==> config.mk <==
export PLATFORM = sky130hd
export DESIGN_NAME = gpr_wb
export DESIGN_NICKNAME = d
export VERILOG_FILES = /design/src/rtl/gpr_pkg.sv /design/src/rtl/wb_fifo.sv /design/src/rtl/gpr_wb.sv
export SDC_FILE = /design/constraint.sdc
export NUM_CORES = 1
export LEC_CHECK = 0
export ABC_AREA = 1
export ABC_CLOCK_PERIOD_IN_PS = 4450
export CORE_MARGIN = 1.5
export CORE_UTILIZATION = 54
export DETAILED_ROUTE_END_ITERATION = 16
export PLACE_DENSITY_LB_ADDON = 0.3
export SLEW_MARGIN = 5
export SYNTH_ARGS = -nofsm -noshare
export SYNTH_HDL_FRONTEND = slang
export SYNTH_SLANG_ARGS = --single-unit
==> constraint.sdc <==
create_clock -name clk -period 4.45 [get_ports clk]
set_clock_uncertainty 0.1 [all_clocks]
set_input_delay 1.335 -clock clk [delete_from_list [all_inputs] [get_ports clk]]
set_output_delay 1.335 -clock clk [all_outputs]
set_load 0.02 [all_outputs]
==> src/rtl/gpr_pkg.sv <==
// Shared widths and the writeback entry type for the GPR writeback path.
package gpr_pkg;
  localparam int REG_W    = 5;
  localparam int DATA_W   = 32;
  localparam int REG_ZERO = 0;

  typedef struct packed {
    logic [REG_W-1:0]  rd;
    logic [DATA_W-1:0] data;
  } wb_entry_t;
endpackage

==> src/rtl/wb_fifo.sv <==
// In-order circular buffer for long-latency results waiting on the write port.
module wb_fifo
  import gpr_pkg::*;
#(
  parameter int  DEPTH   = 2,
  parameter type entry_t = wb_entry_t
) (
  input  logic                       clk,
  input  logic                       clr,
  input  logic                       push_i,
  input  entry_t                     push_data_i,
  input  logic                       pop_i,
  output entry_t                     head_o,
  output logic                       full_o,
  output logic                       empty_o,
  output logic [$clog2(DEPTH+1)-1:0] count_o
);
  localparam int PW = $clog2(DEPTH);
  localparam int CW = $clog2(DEPTH+1);

  entry_t        mem_q [DEPTH];
  logic [PW-1:0] wr_ptr_q, rd_ptr_q;
  logic [CW-1:0] count_q;

  // DEPTH is a power of two, so pointer overflow is the modulo wrap.
  always_ff @(posedge clk) begin
    if (clr) begin
      wr_ptr_q <= '0;
      rd_ptr_q <= '0;
      count_q  <= '0;
    end else begin
      if (push_i) wr_ptr_q <= wr_ptr_q + PW'(1);
      if (pop_i)  rd_ptr_q <= rd_ptr_q + PW'(1);
      if (push_i && !pop_i)      count_q <= count_q + CW'(1);
      else if (pop_i && !push_i) count_q <= count_q - CW'(1);
    end
  end

  always_ff @(posedge clk) begin
    if (push_i) mem_q[wr_ptr_q] <= push_data_i;
  end

  assign head_o  = mem_q[rd_ptr_q];
  assign full_o  = (count_q == CW'(DEPTH));
  assign empty_o = (count_q == '0);
  assign count_o = count_q;
endmodule

==> src/rtl/gpr_wb.sv <==
// GPR write-port arbiter: ALU results win, long-latency results queue behind them;
// a busy scoreboard tracks registers still awaiting a long-latency write.
module gpr_wb
  import gpr_pkg::*;
#(
  parameter int DEPTH = 2,
  parameter int DW    = DATA_W,
  parameter int RW    = REG_W
) (
  input  logic          clk,
  input  logic          clr,
  input  logic          alu_vld,
  input  logic [RW-1:0] alu_rd,
  input  logic [DW-1:0] alu_data,
  input  logic          ld_vld,
  output logic          ld_rdy,
  input  logic [RW-1:0] ld_rd,
  input  logic [DW-1:0] ld_data,
  input  logic          iss_vld,
  input  logic          iss_long,
  input  logic [RW-1:0] iss_rd,
  input  logic [RW-1:0] rs,
  input  logic [RW-1:0] rt,
  output logic          haz,
  output logic          GPRWr,
  output logic [RW-1:0] rw,
  output logic [DW-1:0] busW
);
  localparam int CW = $clog2(DEPTH+1);

  typedef struct packed {
    logic [RW-1:0] rd;
    logic [DW-1:0] data;
  } entry_t;

  entry_t          head, ld_entry;
  logic            full, empty, xfer, bypass, push, pop;
  logic [CW-1:0]   count;
  logic [2**RW-1:0] busy_q, busy_d;
  logic            wr_q, wr_d;
  logic [RW-1:0]   rw_q, rw_d;
  logic [DW-1:0]   busW_q, busW_d;

  assign ld_entry = '{rd: ld_rd, data: ld_data};
  assign ld_rdy   = !full && !clr;
  assign xfer     = ld_vld && ld_rdy;
  // Nothing queued and the port is free: the offered result skips the FIFO.
  assign bypass   = xfer && (count == '0) && !alu_vld;
  assign push     = xfer && !bypass;
  assign pop      = !alu_vld && !empty && !clr;

  wb_fifo #(.DEPTH(DEPTH), .entry_t(entry_t)) u_fifo (
    .clk         (clk),
    .clr         (clr),
    .push_i      (push),
    .push_data_i (ld_entry),
    .pop_i       (pop),
    .head_o      (head),
    .full_o      (full),
    .empty_o     (empty),
    .count_o     (count)
  );

  always_comb begin
    wr_d   = 1'b0;
    rw_d   = rw_q;
    busW_d = busW_q;
    busy_d = busy_q;
    if (alu_vld) begin
      wr_d   = (alu_rd != RW'(REG_ZERO));
      rw_d   = alu_rd;
      busW_d = alu_data;
    end else if (pop) begin
      wr_d   = (head.rd != RW'(REG_ZERO));
      rw_d   = head.rd;
      busW_d = head.data;
      busy_d[head.rd] = 1'b0;
    end else if (bypass) begin
      wr_d   = (ld_rd != RW'(REG_ZERO));
      rw_d   = ld_rd;
      busW_d = ld_data;
      busy_d[ld_rd] = 1'b0;
    end
    // A new long issue applied after the clear, so set wins on a collision.
    if (iss_vld && iss_long && iss_rd != RW'(REG_ZERO)) busy_d[iss_rd] = 1'b1;
    busy_d[REG_ZERO] = 1'b0;
  end

  always_ff @(posedge clk) begin
    if (clr) begin
      wr_q   <= 1'b0;
      rw_q   <= '0;
      busW_q <= '0;
      busy_q <= '0;
    end else begin
      wr_q   <= wr_d;
      rw_q   <= rw_d;
      busW_q <= busW_d;
      busy_q <= busy_d;
    end
  end

  assign haz   = busy_q[rs] | busy_q[rt] | busy_q[iss_rd];
  assign GPRWr = wr_q;
  assign rw    = rw_q;
  assign busW  = busW_q;
endmodule

**Word level (Yosys, flattened, before mapping)**

Memories as Yosys holds them, arrays and structs flattened. A register that Yosys moved wholly into a read port is not among the register bits.
Index checks and enable logic that the tools add are counted.

- Multiplexer cells: 31
- Add/subtract/negate cells: 4
- Magnitude comparators: 8
- Bitwise gates (word level): 7
- Multipliers: 0
- Div/mod/pow operators: 0
- Eq/ne operators: 1
- Reductions and logical operators: 28
- Shifts and indexed selects: 0

Operator list:

| kind | number |
|---|---|
| 32-bit 2-to-1 mux | 7 |
| 32-bit bitwise AND | 2 |
| 32-bit inverter | 2 |
| 32-bit bitwise OR | 1 |
| 5-bit by 6-bit less-than comparator with 1-bit output (second input constant) | 5 |
| 5-bit nonzero test | 4 |
| 1-bit binary-select mux with 5-bit select | 3 |
| 1-bit demux with 5-bit select | 3 |
| 5-bit by 1-bit >= comparator with 1-bit output (second input constant) | 3 |
| 5-bit 2-to-1 mux | 3 |
| 1-bit logical AND | 14 |
| 1-bit 2-to-1 mux | 13 |
| 1-bit logical NOT | 7 |
| 2-bit 2-to-1 mux | 2 |
| 3-bit nonzero test | 1 |
| 1-bit adder (second input constant) | 2 |
| 2-bit by 1-bit adder with 2-bit output (second input constant) | 1 |
| 2-bit == test (second input constant) | 1 |
| 2-bit logical NOT | 1 |
| 1-bit bitwise OR | 2 |
| 2-bit nonzero test | 1 |
| 2-bit by 1-bit subtractor with 2-bit output (second input constant) | 1 |

- Bits in read-only memories: 0
- Flip-flop bits (word level): 74
- Latch bits: 0
- RAM bits: 74
- Memories kept: 1
- Output and inout bits: 40

Memory list:

| memory | depth | bits a word | rd ports | clocked after memory_dff | write ports | line | RTL |
|---|---|---|---|---|---|---|---|
| u_fifo.mem_q | 2 | 37 | 1 | 1 | 1 | wb_fifo.sv:21 | `entry_t mem_q [DEPTH];` |

**Depth between registers and ports, before layout**

- Word-level depth: 12
- Gate-level depth with buffers: 12
- Depth with buffers taken out: 11

**Modules after synthesis**

A second synthesis with hierarchy kept.

- Cell total of the unflattened synthesis: 911
- Area total of the unflattened synthesis: 7892.6 um2

Modules (own cells, without submodules):

| module | cells each | times used | area each (um2) |
|---|---|---|---|
| gpr_wb | 763 | 1 | 4843.4 |
| wb_fifo | 148 | 1 | 3049.2 |

**Worst setup path before layout**

No wires, ideal clock.

- Path type: input port to flip-flop
- Start: input port clr
- End: memory u_fifo.mem_q[1][0] in the netlist's numbering (enable)
- Buffers on the path: 0
- Path slack: 0.393 ns
- Arrival: 3.525 ns
- Setup time: 0.433 ns
- Cell stages on the path: 3
- Required time: 3.917 ns
- Cells stage by stage: a21oi_1 > nand3_1 > nor2_1

- Longest elaborated chain between the ends: 9

RTL lines:

| item | line | RTL |
|---|---|---|
| from (decl) | gpr_wb.sv:11 | `input logic clr,` |
| 1-bit logical NOT * | gpr_wb.sv:45 | `assign ld_rdy = !full && !clr;` |
| 1-bit logical AND * | gpr_wb.sv:45 |  |
| 1-bit logical AND * | gpr_wb.sv:46 | `assign xfer = ld_vld && ld_rdy;` |
| 1-bit logical AND (2 in a row) | gpr_wb.sv:48 | `assign bypass = xfer && (count == '0) && !alu_vld;` |
| 1-bit logical NOT | gpr_wb.sv:49 | `assign push = xfer && !bypass;` |
| 1-bit logical AND * | gpr_wb.sv:49 |  |
| 1-bit 2-to-1 mux * | wb_fifo.sv:40 | `if (push_i) mem_q[wr_ptr_q] <= push_data_i;` |
| 1-bit 2-to-1 mux (implied by the code) * | wb_fifo.sv:40 |  |
| to (decl) | wb_fifo.sv:21 |  |

Mark *: on every way between the ends. The rest lies on a longest branch, timed or not.

**Worst setup path in the final report**

- Start: input port iss_rd[3]
- End: output port haz

- Longest elaborated chain between the ends: 3

RTL lines:

| item | line | RTL |
|---|---|---|
| from (decl) | gpr_wb.sv:21 | `input logic [RW-1:0] iss_rd,` |
| 1-bit binary-select mux with 5-bit select | gpr_wb.sv:103 | `assign haz = busy_q[rs] \| busy_q[rt] \| busy_q[iss_rd];` |
| 1-bit 2-to-1 mux (implied by the code) | gpr_wb.sv:103 |  |
| 1-bit bitwise OR | gpr_wb.sv:103 |  |
| to (decl) | gpr_wb.sv:24 | `output logic haz,` |

No other way between the ends. The select of a mux whose other input is x is not followed.

==> reports/qor.csv <==
metric,value,unit
place_hpwl,15600,um
clkTransAtPathRegs,0.07,ns
drc,0,
diodes,0,
max_freq,234,MHz
numCtsBuffers,17,
grt_max_degree,75,
vdd_drop_max,0.345,mV
reg2reg_depth,11,
switchingPower,1.09,mW
holdPathStages,2,
synth_edf_count,74,
cts_tree,done,
dieArea,16000,um2
p_per_area,354,nW/um2
die_y,126,um
yosysUniqueCellTypes,36,
antenna_left,0,
regArea,3700,um2
synthArstFlopShare,0,%
rrSetupSlack,2.19,ns
drt-initial-drc-count,851,
synth-compound-area-share,14.1,%
setup_tns,0,ns
slew_headroom,45.5,%
rows,44,
io_pins,135,
critPathLaunchType,input pin,
fillers,1189,
setup_viol,0,
timing.hold.ws,0.421,ns
synth.area.top_cells,"edfxtp_1 (27%), dfxtp_1 (18%), nand2_1 (13%)",
yosys.area_share.adder,0.152,%
stdcell_area,10400,um2
synthCells,1050,
crit_path_end_kind,output port,
pre_cts_slack,-0.395,ns
synth_top_family_by_area,simple AND/OR/NAND/NOR gates,
syn_area,8230,um2
slowest_stage,clkdlybuf4s50_1,
hold_path_class,flop to flop,
intPower,2.61,mW
worst_slack,0.182,ns
pwr-share-clk,38.4,%
multi_input_comb_area,3780,um2
final_util,71.1,%
yosys_register_bits,148,
core,14700,um2
drv_cap,0,
grt_pass1_wl,37300,um
syn_nets,1146,
synth.avg_cell_area,7.83,um2
crit_fanout,5,
cts.sink_count,148,
dieWidth,126,um
syn_to_final_growth,27.0,%
drt_wl_total,23200,um
power_frac_seq,41.9,%
clk_root_buffer_cell,clkbuf_16,
pwr-share-comb,19.7,%
slew_violations,0,
finalHoldViolations,0,
wl_per_cell,16.7,um
htree_levels,4,
synth_xor_area_share,0,%
nNetsFinal,1284,
sw_frac_of_total,29.4,%
placed_area,9800,um2
grtUsageTotal,29.4,%
ys.flop_type,edfxtp_1,
via_count,7894,
path_buf_inv,4,
min_from,busW[3]$_SDFFE_PP0P_,
post-route-min-period,4.27,ns
via_per_inst,5.70,
finalCritPeriodShare,95.9,%
first_pass_iters,5,
status,completed,
cts_buffer_depth,2,
path_delay_family,buffers and inverters,
worst_pin_slew,0.815,ns
final_cell_mix,"nand2_1 (290), nand3_1 (137), clkdlybuf4s50_1 (128), inv_1 (106), edfxtp_1 (74)",
r2r-end,busy_q[1]$_SDFF_PP0_,
synth_top_cell_by_area,edfxtp_1,
yosys_warnings,0,
grt_pass1_vias,7460,
synthMuxAreaShare,4.38,%
antenna_found_initial,0,
hold_buffers,0,
synth_top_area_share,27.0,%
synthSimpleGateAreaFrac,26.7,%
final_common_cell,nand2_1,
leakage,4.34,nW
initial_utilization,56.0,%
ys_seq_area_share,45.0,%
path_class,input pin to output port,
required,3.01,ns
drive_above_1_share,13.7,%
clk_latency,0.42,ns
crit_arrival,2.83,ns
place_congestion,0.995,
worstPathCellList,clkdlybuf4s50_1 > inv_1 > nor3_2 > nand2_1 > nand2_1 > clkinv_1 > nand2_1 > nor2_1 > nand3_1 > clkbuf_2,
rsz0062_at_grt,no,
overflow,0,
hold_end,busW[3]$_SDFFE_PP0P_,
io_buffers,134,
crit_path_frequent_cell,nand2_1,
slowest_delay,0.58,ns
## power groups by stage
stage | clock network [mW] | registers (mW) | logic [mW]
after floorplan | 0 | 1.62 | 0.392
after global placement | 0 | 1.58 | 0.705
after detailed placement | 0 | 1.58 | 0.715
after CTS | 1.43 | 1.55 | 0.723
after global routing | 1.49 | 1.56 | 0.791
final | 1.42 | 1.55 | 0.729
## worst register-to-register path, delay by kind of cell, from the launching register on
kind | cells | cell delay (ns)
AOI/OAI and AO/OA | 1 | 0.12
DFF | 1 | 0.37
buffers and inverters | 4 | 0.84
and+or+nand+nor | 6 | 0.80
## kinds of logic after synthesis
kind of cell / count (synthesis)
adders and majority gates: 1
DFF: 148
buffers and inverters: 177
muxes: 32
AOI/OAI and AO/OA: 196
and+or+nand+nor: 496
## cell usage after synthesis, types with 2 or more instances
master and count:
nor2_4 7, buf_4 7, buf_2 22, buf_6 10
buf_1 3, nor2_2 9, nand2_1 291, nor2_1 29
dfxtp_1 74, mux2_2 32, o211ai_1 57, o21ai_2 4
nor3_1 7, nand3_1 137, inv_2 11, o21ai_1 49
clkbuf_1 16, edfxtp_1 74, o22ai_1 2, o21ai_0 31
nand2_2 8, nor3b_1 2, inv_1 107, a21oi_1 49
## registers in the layout, summed over array words and instances, names as in the netlist, named ones only
name and count:
u_fifo.wr_ptr_q 1, rw 5, GPRWr 1, u_fifo.count_o 2, busW 32, busy_q 31, u_fifo.mem_q 74, u_fifo.rd_ptr_q 1
## worst max-delay path by stage
| stage | end | depth (start not counted) | from | slack (ns) |
|---|---|---|---|---|
| after floorplan | u_fifo.mem_q[1][0]$_DFFE_PP_ | 3 | clr | 0.39 |
| after global placement | haz | 12 | iss_rd[0] | -0.39 |
| after detailed placement | haz | 12 | iss_rd[0] | -0.39 |
| after CTS | haz | 10 | iss_rd[4] | 0.009 |
| after global routing | haz | 10 | iss_rd[3] | 0.09 |
| final | haz | 10 | iss_rd[3] | 0.18 |
## per-layer routing
metal | vias up | global-route usage (%) | share of wire [%]
met5 | - | 0 | 0
met4 | 0 | 9.47 | 2.5
met3 | 58 | 6.96 | 8.6
met2 | 400 | 47.4 | 46
met1 | 3626 | 39.3 | 43
li1 | 3810 | - | -
## through the flow
stage / total power, mW / std cells
floorplan: 2.01 / 1050
global placement: 2.28 / 1349
detailed placement: 2.29 / 1349
CTS: 3.70 / 1385
global route: 3.83 / 1385
finish: 3.70 / 1385
## cell type report
type	instances	share of cell area [%]
timing repair buffer	175	16.1
sequential	148	35.5
inverter	119	4.31
timing repair inverter	1	0.0719
clock inverter	15	1.57
tap	184	2.20
multi-input combinational	726	36.2
clock buffer	17	4.07
## repair_timing
item	CTS	global route
cloned	2	0
gates resized for setup	6	10
pin swaps	2	0
endpoints found under the setup margin	1	1
buffers inserted	2	0
No activity file was read; power rests on OpenSTA's default activity.
